`src/rtl/jtag_scan_master.sv`:
```
// Host-side JTAG sequencer: walks a target TAP through one IR/DR scan per request
// (or a forced Test-Logic-Reset), driving TMS/TDI on negedge TCK and capturing TDO on posedge.
module jtag_scan_master #(
    parameter int MAX_LEN = 32,
    parameter int LEN_W   = 6
) (
    input  logic               TCK,
    input  logic               TRST,
    input  logic               REQ,
    input  logic               RESET_REQ,
    input  logic               IR_NDR,
    input  logic [LEN_W-1:0]   LEN,
    input  logic [MAX_LEN-1:0] DATA_IN,
    output logic               BUSY,
    output logic               DONE,
    output logic               ERR,
    output logic [MAX_LEN-1:0] DATA_OUT,
    output logic               TMS_OUT,
    output logic               TDI_OUT,
    input  logic               TDO_IN
);

    localparam int IDX_W = (MAX_LEN > 1) ? $clog2(MAX_LEN) : 1;
    localparam logic [LEN_W-1:0] TLR_LAST = LEN_W'(5);
    localparam logic [LEN_W-1:0] MAX_L    = LEN_W'(MAX_LEN);

    typedef enum logic [2:0] {TLR_SEQ, IDLE, BAD_LEN, PRE, SHIFT, POST} state_t;

    state_t             state, state_n;
    logic [LEN_W-1:0]   cnt, cnt_n, cnt_inc, len_q, pre_last;
    logic               ir_q;
    logic [MAX_LEN-1:0] data_q, cap, mask, dout_n;
    logic               tms_n, tdi_n, busy_n, done_n, err_n, load;

    assign cnt_inc  = cnt + 1'b1;
    // Preamble is 1,0,0 for DR; IR inserts a second 1 to pass through Select-IR.
    assign pre_last = ir_q ? LEN_W'(3) : LEN_W'(2);

    always_comb begin
        for (int k = 0; k < MAX_LEN; k++) mask[k] = (k < int'(len_q));
    end

    // Each state describes the bit currently on the pins; the next-state logic
    // therefore computes the value to present on the following TCK cycle.
    always_comb begin
        state_n = state;
        cnt_n   = cnt;
        tms_n   = 1'b0;
        tdi_n   = 1'b0;
        busy_n  = 1'b1;
        done_n  = 1'b0;
        err_n   = 1'b0;
        load    = 1'b0;
        dout_n  = DATA_OUT;
        case (state)
            TLR_SEQ: begin
                if (cnt == TLR_LAST) begin
                    state_n = IDLE;
                    cnt_n   = '0;
                    busy_n  = 1'b0;
                    done_n  = 1'b1;
                end else begin
                    cnt_n = cnt_inc;
                    tms_n = (cnt_inc < TLR_LAST);
                end
            end
            IDLE: begin
                busy_n = 1'b0;
                cnt_n  = '0;
                if (RESET_REQ) begin
                    state_n = TLR_SEQ;
                    tms_n   = 1'b1;
                    busy_n  = 1'b1;
                end else if (REQ) begin
                    load   = 1'b1;
                    busy_n = 1'b1;
                    if (LEN == '0 || LEN > MAX_L) begin
                        state_n = BAD_LEN;
                    end else begin
                        state_n = PRE;
                        tms_n   = 1'b1;
                    end
                end
            end
            BAD_LEN: begin
                state_n = IDLE;
                busy_n  = 1'b0;
                done_n  = 1'b1;
                err_n   = 1'b1;
            end
            PRE: begin
                if (cnt == pre_last) begin
                    state_n = SHIFT;
                    cnt_n   = '0;
                    tms_n   = (len_q == LEN_W'(1));
                    tdi_n   = data_q[0];
                end else begin
                    cnt_n = cnt_inc;
                    tms_n = ir_q && (cnt == '0);
                end
            end
            SHIFT: begin
                if (cnt == len_q - 1'b1) begin
                    state_n = POST;
                    cnt_n   = '0;
                    tms_n   = 1'b1;
                end else begin
                    cnt_n = cnt_inc;
                    tdi_n = data_q[cnt_inc[IDX_W-1:0]];
                    tms_n = (cnt_inc == len_q - 1'b1);
                end
            end
            POST: begin
                if (cnt == '0) begin
                    cnt_n = cnt_inc;
                end else begin
                    state_n = IDLE;
                    cnt_n   = '0;
                    busy_n  = 1'b0;
                    done_n  = 1'b1;
                    dout_n  = cap & mask;
                end
            end
            default: begin
                state_n = TLR_SEQ;
                cnt_n   = '0;
                tms_n   = 1'b1;
            end
        endcase
    end

    always_ff @(negedge TCK or posedge TRST) begin
        if (TRST) begin
            state    <= TLR_SEQ;
            cnt      <= '0;
            TMS_OUT  <= 1'b1;
            TDI_OUT  <= 1'b0;
            BUSY     <= 1'b1;
            DONE     <= 1'b0;
            ERR      <= 1'b0;
            DATA_OUT <= '0;
            ir_q     <= 1'b0;
            len_q    <= '0;
            data_q   <= '0;
        end else begin
            state    <= state_n;
            cnt      <= cnt_n;
            TMS_OUT  <= tms_n;
            TDI_OUT  <= tdi_n;
            BUSY     <= busy_n;
            DONE     <= done_n;
            ERR      <= err_n;
            DATA_OUT <= dout_n;
            if (load) begin
                ir_q   <= IR_NDR;
                len_q  <= LEN;
                data_q <= DATA_IN;
            end
        end
    end

    // The target shifts on the same posedge, so TDO here is the bit it presented for this cycle.
    always_ff @(posedge TCK or posedge TRST) begin
        if (TRST) cap <= '0;
        else if (state == SHIFT) cap[cnt[IDX_W-1:0]] <= TDO_IN;
    end

endmodule

```
`config.mk`:
```
export PLATFORM = sky130hd
export DESIGN_NAME = jtag_scan_master
export DESIGN_NICKNAME = d
export VERILOG_FILES = /design/src/rtl/jtag_scan_master.sv
export SDC_FILE = /design/constraint.sdc
export NUM_CORES = 1
export LEC_CHECK = 0
export ABC_AREA = 1
export CORE_ASPECT_RATIO = 0.7
export CORE_MARGIN = 4
export CORE_UTILIZATION = 35
export CTS_CLUSTER_SIZE = 12
export DETAILED_ROUTE_END_ITERATION = 6
export SLEW_MARGIN = 20
export SYNTH_ARGS = -nofsm -noshare
export SYNTH_HDL_FRONTEND = slang
export SYNTH_SLANG_ARGS = --single-unit
```
`constraint.sdc`:
```
create_clock -name TCK -period 4.3 [get_ports TCK]
set_input_delay 0.86 -clock TCK [delete_from_list [all_inputs] [get_ports TCK]]
set_output_delay 0.86 -clock TCK [all_outputs]
set_load 0.03 [all_outputs]
```
Word-level counts from Yosys, hierarchy flattened

Index checks and enable logic that the tools add are counted.

Output and inout port bits: 37
Register bits after elaboration: 117
Input port bits: 44
Logic and storage cells: 117

Equal/unequal tests: 15
Order comparisons: 37
Bitwise logic cells: 2
Muxes and demuxes: 40
Reductions and logical operators: 9
Add/sub/neg operators: 2

Operator list:

| cell                                                                         | number |
|---|---|
| 5-bit by 6-bit less-than comparator with 1-bit output, first input constant  | 16 |
| 4-bit by 6-bit less-than comparator with 1-bit output, first input constant  | 8 |
| 32-bit AND                                                                   | 1 |
| 32-bit bitwise mux                                                           | 1 |
| 6-bit one-hot mux with 5 select lines                                        | 1 |
| 3-bit by 6-bit less-than comparator with 1-bit output, first input constant  | 4 |
| 6-bit 2-to-1 mux                                                             | 4 |
| 1-bit 2-to-1 mux                                                             | 21 |
| 3-bit 2-to-1 mux                                                             | 6 |
| 3-bit one-hot mux with 6 select lines                                        | 1 |
| 6-bit == test                                                                | 2 |
| 6-bit logical NOT                                                            | 2 |
| 1-bit by 6-bit less-than comparator with 1-bit output, first input constant  | 2 |
| 2-bit by 6-bit less-than comparator with 1-bit output, first input constant  | 2 |
| 5-bit by 6-bit less-than comparator with 1-bit output, second input constant | 2 |
| 2-bit inequality test, second input constant                                 | 4 |
| 6-bit by 1-bit adder with 6-bit output, second input constant                | 1 |
| 3-bit by 2-bit == test with 1-bit output, second input constant              | 2 |
| 3-bit == test, second input constant                                         | 2 |
| 6-bit by 1-bit == test with 1-bit output, second input constant              | 1 |
| 6-bit by 2-bit == test with 1-bit output                                     | 1 |
| 6-bit by 3-bit == test with 1-bit output, second input constant              | 1 |
| 6-bit greater-than comparator, second input constant                         | 1 |
| 6-bit by 3-bit less-than comparator with 1-bit output, second input constant | 1 |
| 17 further kinds                                                             | 18 |

Logic depth before layout (Yosys ltp)

Gate-level depths: netlist of the first run.

Word-level depth: 6
Gate-level depth with buffers: 14
Mapped depth without buffers: 13

==> results of run 1 <==
## final timing paths
kind	start	endpoint	slack [ns]	cells past startpoint
worst min register to register	DATA_OUT[15]	DATA_OUT[15]	0.42	2
worst min-delay path	DATA_OUT[15]	DATA_OUT[15]	0.42	2
min in group asynchronous	TRST	cap[24]	0.74	2
worst max register to register	cnt[0]	cap[16]	0.46	8
worst max-delay path	DATA_OUT[6]	DATA_OUT[6]	0.06	1
max in group asynchronous	TRST	DATA_OUT[12]	0.91	3
## layout make-up
| cell class | instances | area [sq um] |
|---|---|---|
| Fill cell | 1611 | 8820 |
| Sequential cell | 117 | 2930 |
| Multi-Input combinational cell | 491 | 2580 |
| Timing Repair Buffer | 105 | 997 |
| Clock buffer | 18 | 429 |
| Tap cell | 225 | 282 |
| Inverter | 63 | 245 |
| Clock inverter | 16 | 159 |
## per-stage QoR
step | setup TNS, ns | cell area (sq um) | instances
global route | 0 | 7620 | 1035
finish | 0 | 7620 | 1035
CTS | 0 | 7620 | 1035
global placement | -0.782 | 7080 | 1002
detailed placement | -1.46 | 7080 | 1002
floorplan | -2.68 | 5910 | 697
## flip-flops by register name, indices dropped and copies added (netlist names)
| name | cells |
|---|---|
| TMS_OUT | 1 |
| ir_q | 1 |
| BUSY | 1 |
| TDI_OUT | 1 |
| state | 3 |
| ERR | 1 |
| cap | 32 |
| DONE | 1 |
| DATA_OUT | 32 |
| len_q | 6 |
| cnt | 6 |
| data_q | 32 |
## timing repair
| action | 4_1_cts | 5_1_grt |
|---|---|---|
| resized for setup | 41 | 0 |
| endpoints found under the setup margin | 37 | 0 |
| hold buffers | 0 | 0 |
## cells by family after synthesis
group / Yosys count / share of synthesized area [%]
adder cells (fa/ha/maj): 7 / 1.48
AO/OA/AOI/OAI: 128 / 11.5
XOR/XNOR: 7 / 1.04
AND/OR/NAND/NOR: 324 / 24.9
multiplexers: 25 / 4.77
flip-flops: 117 / 49.6
buffers and inverters: 89 / 6.69
## Yosys cell counts (6+ instances only)
library cell / count / area, sq um
nand2_1: 155 / 582
dfrtn_1: 83 / 2080
nor2_1: 83 / 312
o21ai_0: 58 / 290
nand3_1: 48 / 240
a21oi_1: 47 / 235
inv_1: 44 / 165
dfrtp_1: 32 / 801
mux2_1: 20 / 225
inv_2: 18 / 67.6
buf_2: 10 / 50.1
nor2_4: 10 / 113
buf_4: 7 / 52.6
ha_1: 7 / 87.6
o21ai_1: 7 / 35.0
nand2_2: 6 / 37.5
nor3_1: 6 / 30.0
xor2_1: 6 / 52.6
## routing by layer
metal | global-route usage (%) | wire length (um)
met1 | 26.7 | 8140
met5 | 0 | 0
met3 | 4.87 | 1080
met2 | 23.7 | 6160
met4 | 5.31 | 201
## power groups by stage
stage / sequential [mW] / combinational (mW) / clock (mW)
global route: 1.84 / 2.37 / 1.49
finish: 1.78 / 2.12 / 1.42
CTS: 1.79 / 2.14 / 1.44
global placement: 1.80 / 2.21 / 0.00437
detailed placement: 1.81 / 2.23 / 0.00437
floorplan: 1.98 / 1.29 / 0.00437
==> run_results.csv, run 1 <==
group,metric,value,unit
cts,numCtsBuffers,17,
sta,whs,0.424,ns
die,die_w,163,um
die,die_y,117,um
grt,grt-ovfl-total,0,
power_and_ir_drop,p_comb_share,39.8,%
cts,cts_sinks,117,
yosys,synth_flop_cell,"dfrtn_1",
worst_setup_path,cp_data_arrival_time,3.38,ns
routing,ant_nets,0,
placed_design,post-place-ws,-0.0764,ns
routing,viasPerCell,4.82,
outcome,status,"finished, final reports clean",
die,num_rows,39,
worst_setup_path,required,3.44,ns
cells_and_area,syn_to_final_growth,29.1,%
cts,cts.clk_slew.worst_paths,0.05,ns
sta,tightest_slew,0.835,ns
yosys,syn_area_per_cell,8.47,sq um
sta,worst_slack,0.0555,ns
min_path,min_path_type,"flop to flop",
worst_setup_path,crit_buf_inv,1,
power_and_ir_drop,internal-power,3.11,mW
power_and_ir_drop,swShare,41.6,%
worst_setup_path,path_cells,"dlygate4sd2_1",
cts,cts_tree,"done",
yosys,synth_nets,748,
cts,clockRootBuffer,"clkbuf_16",
grt,first_global_vias,4901,
worst_setup_path,critical_path_class,"flop to output pin",
sta,slew_violations,0,
grt,antenna_found_initial,0,
die,dieArea,19000,sq um
routing,wire_per_inst,15.0,um
placed_design,dp_hpwl,11.6,mm
yosys,synth_edf_count,0,
sta,hold_viol,0,
grt,grt_use_total,17.5,%
power_and_ir_drop,p_seq_share,33.5,%
power_and_ir_drop,p_leak,3.59,nW
routing,drt-total-wl,15.6,mm
worst_setup_path,path_max_fanout,2,
power_and_ir_drop,ir_drop,280,uV
cells_and_area,drive_above_1_share,14.1,%
worst_setup_path,endpoint_kind,"output pin",
power_and_ir_drop,power.share.clock,26.6,%
grt,grt_pass1_wl,25.9,mm
routing,drt_iter0_markers,357,
die,ios,81,
routing,drc,0,
sta,max_slew_margin,43.9,%
cells_and_area,nets,848,
yosys,synth_cell_types,40,
yosys,yosys_warnings,0,
placed_design,gp_congestion,0.905,
worst_setup_path,startpoint_type,"flop",
power_and_ir_drop,total_power,5.32,mW
die,core_area,16400,sq um
job,cap_violations,0,
placed_design,portBuffers,80,
sta,setup_viol_count_final,0,
yosys,synthCells,697,
cts,cts_htree_levels,4,
routing,drt_pre_antenna_iters,5,
cts,worstSkewPairLatency,0.43,ns
cts,postCtsSetupRepairBufs,0,
power_and_ir_drop,power.switching,2.21,mW
die,initial_core_util,35.9,%
worst_setup_path,crit_slowest_cell,"dfrtn_1",
yosys,syn_area,5910,sq um
cells_and_area,fin_util,46.4,%
cells_and_area,final_cell_mix,"155 x nand2_1, 83 x dfrtn_1, 83 x nor2_1",
routing,vias,4987,
yosys,ys_ff_latch,117,
cts,clk_path_buf_depth,2,
worst_setup_path,crit_path_max_incr_delay,0.43,ns
grt,grt_max_degree,56,
sta,rsz0062_at_grt,"no",
worst_setup_path,crit_family,"flip-flops",
yosys,synth-seq-area-share,49.6,%
cells_and_area,antenna_cells,0,
sta,skew,0.0464,ns
power_and_ir_drop,p_per_area,698,nW/um^2
cells_and_area,final_common_cell,"nand2_1",
yosys,async_flop_share,100,%
Note: power is estimated with default switching activity, not from simulation.
==> run 2, diff against run 1 <==
--- a/config.mk
+++ b/config.mk
@@ -5,7 +5,6 @@
 export SDC_FILE = /design/constraint.sdc
 export NUM_CORES = 1
 export LEC_CHECK = 0
-export ABC_AREA = 1
 export CORE_ASPECT_RATIO = 0.7
 export CORE_MARGIN = 4
 export CORE_UTILIZATION = 35
==> run_results.csv, run 2 <==
group,metric,value,unit
outcome,status,"finished, final reports clean",
cells_and_area,final_cells,873,
worst_setup_path,worstReg2RegEnd,"cap[12]",
die,initial_core_util,35.8,%
yosys,synth_flop_cell,"dfrtn_1",
worst_setup_path,crit_path_max_incr_delay,0.43,ns
grt,grt_pass1_wl,24.1,mm
die,die_y,116,um
placed_design,placed_area,7040,sq um
grt,grt-ovfl-total,0,
cells_and_area,final_common_cell,"dfrtn_1",
cts,cts_tree,"done",
yosys,async_flop_share,100,%
cells_and_area,syn_to_final_growth,30.0,%
cts,cts.clk_slew.worst_paths,0.04,ns
routing,ant_nets,0,
worst_setup_path,crit_family,"flip-flops",
worst_setup_path,worstSetupStartpoint,"DATA_OUT[9]",
worst_setup_path,r2r_start,"cnt[1]",
placed_design,portBuffers,80,
grt,met1_usage,24.7,%
cells_and_area,num-fill-cells,1500,
cells_and_area,nets,686,
routing,drt_pre_antenna_iters,7,
yosys,synth_cell_types,59,
grt,antenna_found_initial,0,
routing,vias,4381,
worst_setup_path,endpoint_kind,"output pin",
sta,hold_viol,0,
cts,cts_sinks,117,
routing,wire_per_inst,17.0,um
sta,rsz0062_at_grt,"no",
worst_setup_path,startpoint_type,"flop",
placed_design,gp_congestion,0.889,
grt,met3_usage,4.13,%
worst_setup_path,critical_path_class,"flop to output pin",
cts,numCtsBuffers,17,
yosys,synth-seq-area-share,50.1,%
routing,viasPerCell,5.02,
grt,grt_use_total,16.3,%
die,core_area,16300,sq um
worst_setup_path,crit_buf_inv,1,
sta,skew,0.0524,ns
cts,postCtsSetupRepairBufs,0,
power_and_ir_drop,ir_drop,225,uV
placed_design,placed_cells,840,
worst_setup_path,setup.worst_path.end,"DATA_OUT[9]",
worst_setup_path,crit_slowest_cell,"dfrtn_1",
sta,max_slew_margin,29.9,%
sta,setup-tns-final,0,ns
power_and_ir_drop,p_per_area,348,nW/um^2
grt,first_global_vias,4458,
worst_setup_path,cp_num_cells,1,
cells_and_area,top_regs,"DATA_OUT x32, cap x32, data_q x32",
cts,clockRootBuffer,"clkbuf_16",
worst_setup_path,r2r_cells,5,
cells_and_area,fin_util,46.5,%
worst_setup_path,path_max_fanout,2,
die,num_rows,39,
job,cap_violations,0,
worst_setup_path,required,3.44,ns
grt,grt_util_met2,23.2,%
cells_and_area,fin_area,7610,sq um
yosys,synth_edf_count,0,
yosys,synthTopCellsByCount,"83 x dfrtn_1, 74 x nand2_1, 71 x mux2_2, 56 x o21ai_0, 36 x nor2_1",
yosys,ys_ff_latch,117,
yosys,synth_area_leader_cell,"dfrtn_1",
yosys,ys_top_cells_by_area,"dfrtn_1 35%, dfrtp_1 14%, mux2_2 14%",
cts,clk_path_buf_depth,2,
die,die_w,163,um
yosys,synth_most_common_cell,"dfrtn_1",
cells_and_area,antenna_cells,0,
power_and_ir_drop,p_leak,3.50,nW
routing,drt-total-wl,14.9,mm
sta,tightest_slew,1.05,ns
min_path,min_path_type,"flop to flop",
worst_setup_path,cp_data_arrival_time,3.39,ns
placed_design,dp_hpwl,10.8,mm
grt,busiest_layer,"met1",
yosys,synthCells,545,
yosys,syn_area_per_cell,10.7,sq um
die,ios,81,
sta,setup_viol_count_final,0,
cts,cts_htree_levels,4,
yosys,yosys_warnings,0,
sta,worst_slack,0.0526,ns
routing,drt_iter0_markers,370,
cells_and_area,drive_above_1_share,24.4,%
cells_and_area,final_cell_mix,"83 x dfrtn_1, 74 x nand2_1, 71 x mux2_2",
die,dieArea,18900,sq um
sta,slew_violations,0,
placed_design,post-place-ws,-0.656,ns
grt,grt_max_degree,63,
yosys,synth_nets,596,
routing,drc,0,
worst_setup_path,path_cells,"dlygate4sd2_1",
yosys,synth_top_cell_area_share,35.5,%
yosys,syn_area,5850,sq um
worst_setup_path,rrSetupSlack,0.14,ns
cts,worstSkewPairLatency,0.44,ns
run 2: cell types whose count changed in the layout (fill, tap and decap cells not counted), moves of 11 or more:
cell	previous run	this run
xnor2_1	1	12
nand2_1	155	74
inv_1	44	11
mux2_1	20	0
inv_2	18	0
nor2_1	83	36
a21oi_1	47	5
nand3_1	48	20
mux2_2	5	71
run 2: per-layer routing:
metal  wire (um)  vias to the layer above
met5           0                        -
met3         878                       20
li1            -                     2086
met4         199                        0
met1        7560                     2129
met2        6220                      146
run 2: repair_timing:
item                                    CTS  global route
endpoints found under the setup margin   37             2
pin swaps                                 5             5
gates cloned                              0             0
resized for setup                        44             6
hold buffers                              0             0
run 2: power breakdown:
part | internal, mW | switching, mW
Combinational | 0.0552 | 0.0415
Sequential | 1.12 | 0.00746
Clock | 0.896 | 0.523
Total | 2.07 | 0.572
run 2: how the worst min path moves through the flow:
stage | startpoint | end | slack (ns) | cells after the start
3_3_place_gp | DATA_OUT[29] | DATA_OUT[29] | 0.42 | 2
4_1_cts | DATA_OUT[28] | DATA_OUT[28] | 0.43 | 2
6_report | DATA_OUT[28] | DATA_OUT[28] | 0.42 | 2
2_1_floorplan | data_q[12] | data_q[12] | 0.43 | 1
3_5_place_dp | DATA_OUT[28] | DATA_OUT[28] | 0.43 | 2
5_1_grt | DATA_OUT[26] | DATA_OUT[26] | 0.44 | 2
run 2: kinds of logic after synthesis:
logic type | count (synthesis) | synth area share, %
AO/OA/AOI/OAI | 88 | 8.68
XOR/XNOR | 23 | 4.12
adder cells (fa/ha/maj) | 7 | 1.50
buffers and inverters | 47 | 3.55
flip-flops | 117 | 50.1
multiplexers | 79 | 16.7
AND/OR/NAND/NOR | 184 | 15.4
run 2: cell type report:
class                   count  area [sq um]  area share, %
flip-flops and latches    117          2930           38.5
well taps                 225           282           3.70
repair buffers            106           998           13.1
clock inverters            12          98.8           1.30
inverters                  10          41.3          0.543
multi-input cells         381          2750           36.2
clock buffers              22           507           6.66
run 2: worst register-to-register path: stages (launching register included):
cell     delay, ns
dfrtn_1       0.47
inv_1         0.21
ha_1          0.40
nand2_1       0.26
nor2_1        0.22
mux2_2        0.36
run 2: through the flow:
step	total power, mW	hold WS, ns
after global placement	1.25	0.423
final	2.64	0.418
after detailed placement	1.25	0.430
after global routing	2.73	0.444
after CTS	2.68	0.425
after floorplan	1.18	0.434
==> run 3, diff against run 2 <==
--- a/config.mk
+++ b/config.mk
@@ -7,9 +7,10 @@
 export LEC_CHECK = 0
 export CORE_ASPECT_RATIO = 0.7
 export CORE_MARGIN = 4
-export CORE_UTILIZATION = 35
+export CORE_UTILIZATION = 55
 export CTS_CLUSTER_SIZE = 12
 export DETAILED_ROUTE_END_ITERATION = 6
+export PLACE_DENSITY_LB_ADDON = 0.15
 export SLEW_MARGIN = 20
 export SYNTH_ARGS = -nofsm -noshare
 export SYNTH_HDL_FRONTEND = slang
==> run_results.csv, run 3 (synthesis results as in run 2) <==
group,metric,value,unit
cells_and_area,num-fill-cells,768,
cells_and_area,top_regs,"DATA_OUT x32, cap x32, data_q x32",
cells_and_area,antenna_cells,0,
cells_and_area,seq_area,2930,sq um
routing,ant_nets,0,
grt,grt_use_total,24.8,%
placed_design,gp_congestion,0.949,
sta,rsz0062_at_grt,"no",
grt,first_global_vias,4561,
cells_and_area,final_common_cell,"dfrtn_1",
cts,clk_path_buf_depth,2,
routing,vias,4463,
worst_setup_path,crit_slowest_cell,"or4_4",
sta,hold_viol,0,
die,die_y,94.3,um
power_and_ir_drop,p_per_area,362,nW/um^2
cts,clockRootBuffer,"clkbuf_16",
sta,whs,0.417,ns
cts,cts.clk_slew.worst_paths,0.04,ns
routing,wire_per_inst,18.6,um
routing,drt-total-wl,14.5,mm
cts,cts_tree,"done",
cells_and_area,nets,684,
routing,drt_iter0_markers,353,
cells_and_area,fin_util,72.1,%
sta,worst_slack,0.0730,ns
cells_and_area,final_cells,778,
worst_setup_path,path_max_fanout,2,
cts,cts_sinks,117,
sta,tightest_slew,1.03,ns
worst_setup_path,critical_path_class,"input port to flop",
die,die_w,131,um
routing,viasPerCell,5.74,
die,initial_core_util,56.5,%
sta,max_slew_margin,31.6,%
worst_setup_path,startpoint_type,"input port",
power_and_ir_drop,total_power,2.70,mW
placed_design,placed_area,6890,sq um
outcome,status,"finished, final reports clean",
cts,worstSkewPairLatency,0.43,ns
sta,setup-tns-final,0,ns
routing,drc,0,
die,num_rows,31,
worst_setup_path,cpMostUsedCell,"o21ai_1",
die,ios,81,
sta,slew_violations,0,
worst_setup_path,endpoint_kind,"flop",
grt,antenna_found_initial,0,
placed_design,portBuffers,80,
power_and_ir_drop,p_leak,3.48,nW
die,core_area,10400,sq um
power_and_ir_drop,ir_drop,249,uV
worst_setup_path,path_cells,"clkdlybuf4s15_1, or4_4, or3_4, a21boi_2, nor3_2, o21ai_1, o21ai_1",
cells_and_area,multi_input_area,2740,sq um
placed_design,dp_hpwl,10.4,mm
cts,cts_htree_levels,4,
sta,skew,0.0461,ns
die,dieArea,12400,sq um
cells_and_area,fin_area,7470,sq um
grt,grt-ovfl-total,0,
sta,setup_viol_count_final,0,
job,cap_violations,0,
placed_design,placed_cells,745,
cts,numCtsBuffers,17,
cts,hold_buffers,0,
routing,drt_pre_antenna_iters,7,
grt,grt_pass1_wl,23.9,mm
worst_setup_path,cp_data_arrival_time,2.31,ns
grt,grt_max_degree,63,
cells_and_area,final_cell_mix,"83 x dfrtn_1, 74 x nand2_1, 71 x mux2_2",
worst_setup_path,required,2.38,ns
min_path,min_path_type,"flop to flop",
worst_setup_path,crit_path_max_incr_delay,0.52,ns
cells_and_area,drive_above_1_share,24.1,%
cells_and_area,syn_to_final_growth,27.6,%
placed_design,post-place-ws,-0.654,ns
## run 3: cell count changes in the layout (fill, tap and decap cells not counted), moves of 2 or more
| cell | change |
|---|---|
| buf_12 | -2 |
| buf_4 | -2 |
| bufinv_16 | +2 |
| clkbuf_16 | -2 |
| clkinvlp_4 | +3 |
| inv_4 | -2 |
| inv_6 | +2 |
## run 3: area by class of cell
type | count | area share (%)
Tap cell | 132 | 2.21
Inverter | 10 | 0.553
Clock buffer | 18 | 5.88
Multi-Input combinational cell | 381 | 36.7
Clock inverter | 16 | 2.46
Sequential cell | 117 | 39.2
Timing Repair Buffer | 104 | 12.9
## run 3: what timing repair did
| item | 4_1_cts | 5_1_grt |
|---|---|---|
| setup buffers | 0 | 0 |
| pin swaps | 5 | 5 |
| gates cloned | 0 | 0 |
| endpoints found under the setup margin | 39 | 3 |
| resized for setup | 52 | 4 |
| hold endpoints to repair | 0 | 0 |
## run 3: path summary, 6_finish.rpt
check | startpoint | to | slack, ns | cells past startpoint
hold reg to reg | DATA_OUT[28] | DATA_OUT[28] | 0.42 | 2
setup reg to reg | cnt[0] | cap[24] | 0.17 | 5
hold / removal | DATA_OUT[28] | DATA_OUT[28] | 0.42 | 2
max in group asynchronous | TRST | DATA_OUT[10] | 0.95 | 3
setup / recovery | LEN[3] | state[0] | 0.07 | 7
min in group asynchronous | TRST | cap[28] | 1.05 | 3
## run 3: layer usage
layer  wire length [um]  track usage, %
met5                  0               0
met4                189            7.78
met3               1250            7.92
met2               6170            36.4
met1               6850            35.5
## run 3: worst max-delay path: cells and delay by family
kind | cells | cell delay, ns
AO/OA/AOI/OAI | 3 | 0.34
AND/OR/NAND/NOR | 3 | 0.92
buffers and inverters | 1 | 0.18
## run 3: where the power goes
part | switching, mW | total [mW] | leakage [nW] | internal (mW)
registers | 0.00755 | 1.13 | 1.53 | 1.12
clock network | 0.541 | 1.48 | 0.301 | 0.935
logic | 0.0417 | 0.0976 | 1.65 | 0.0559
total | 0.590 | 2.70 | 3.48 | 2.11
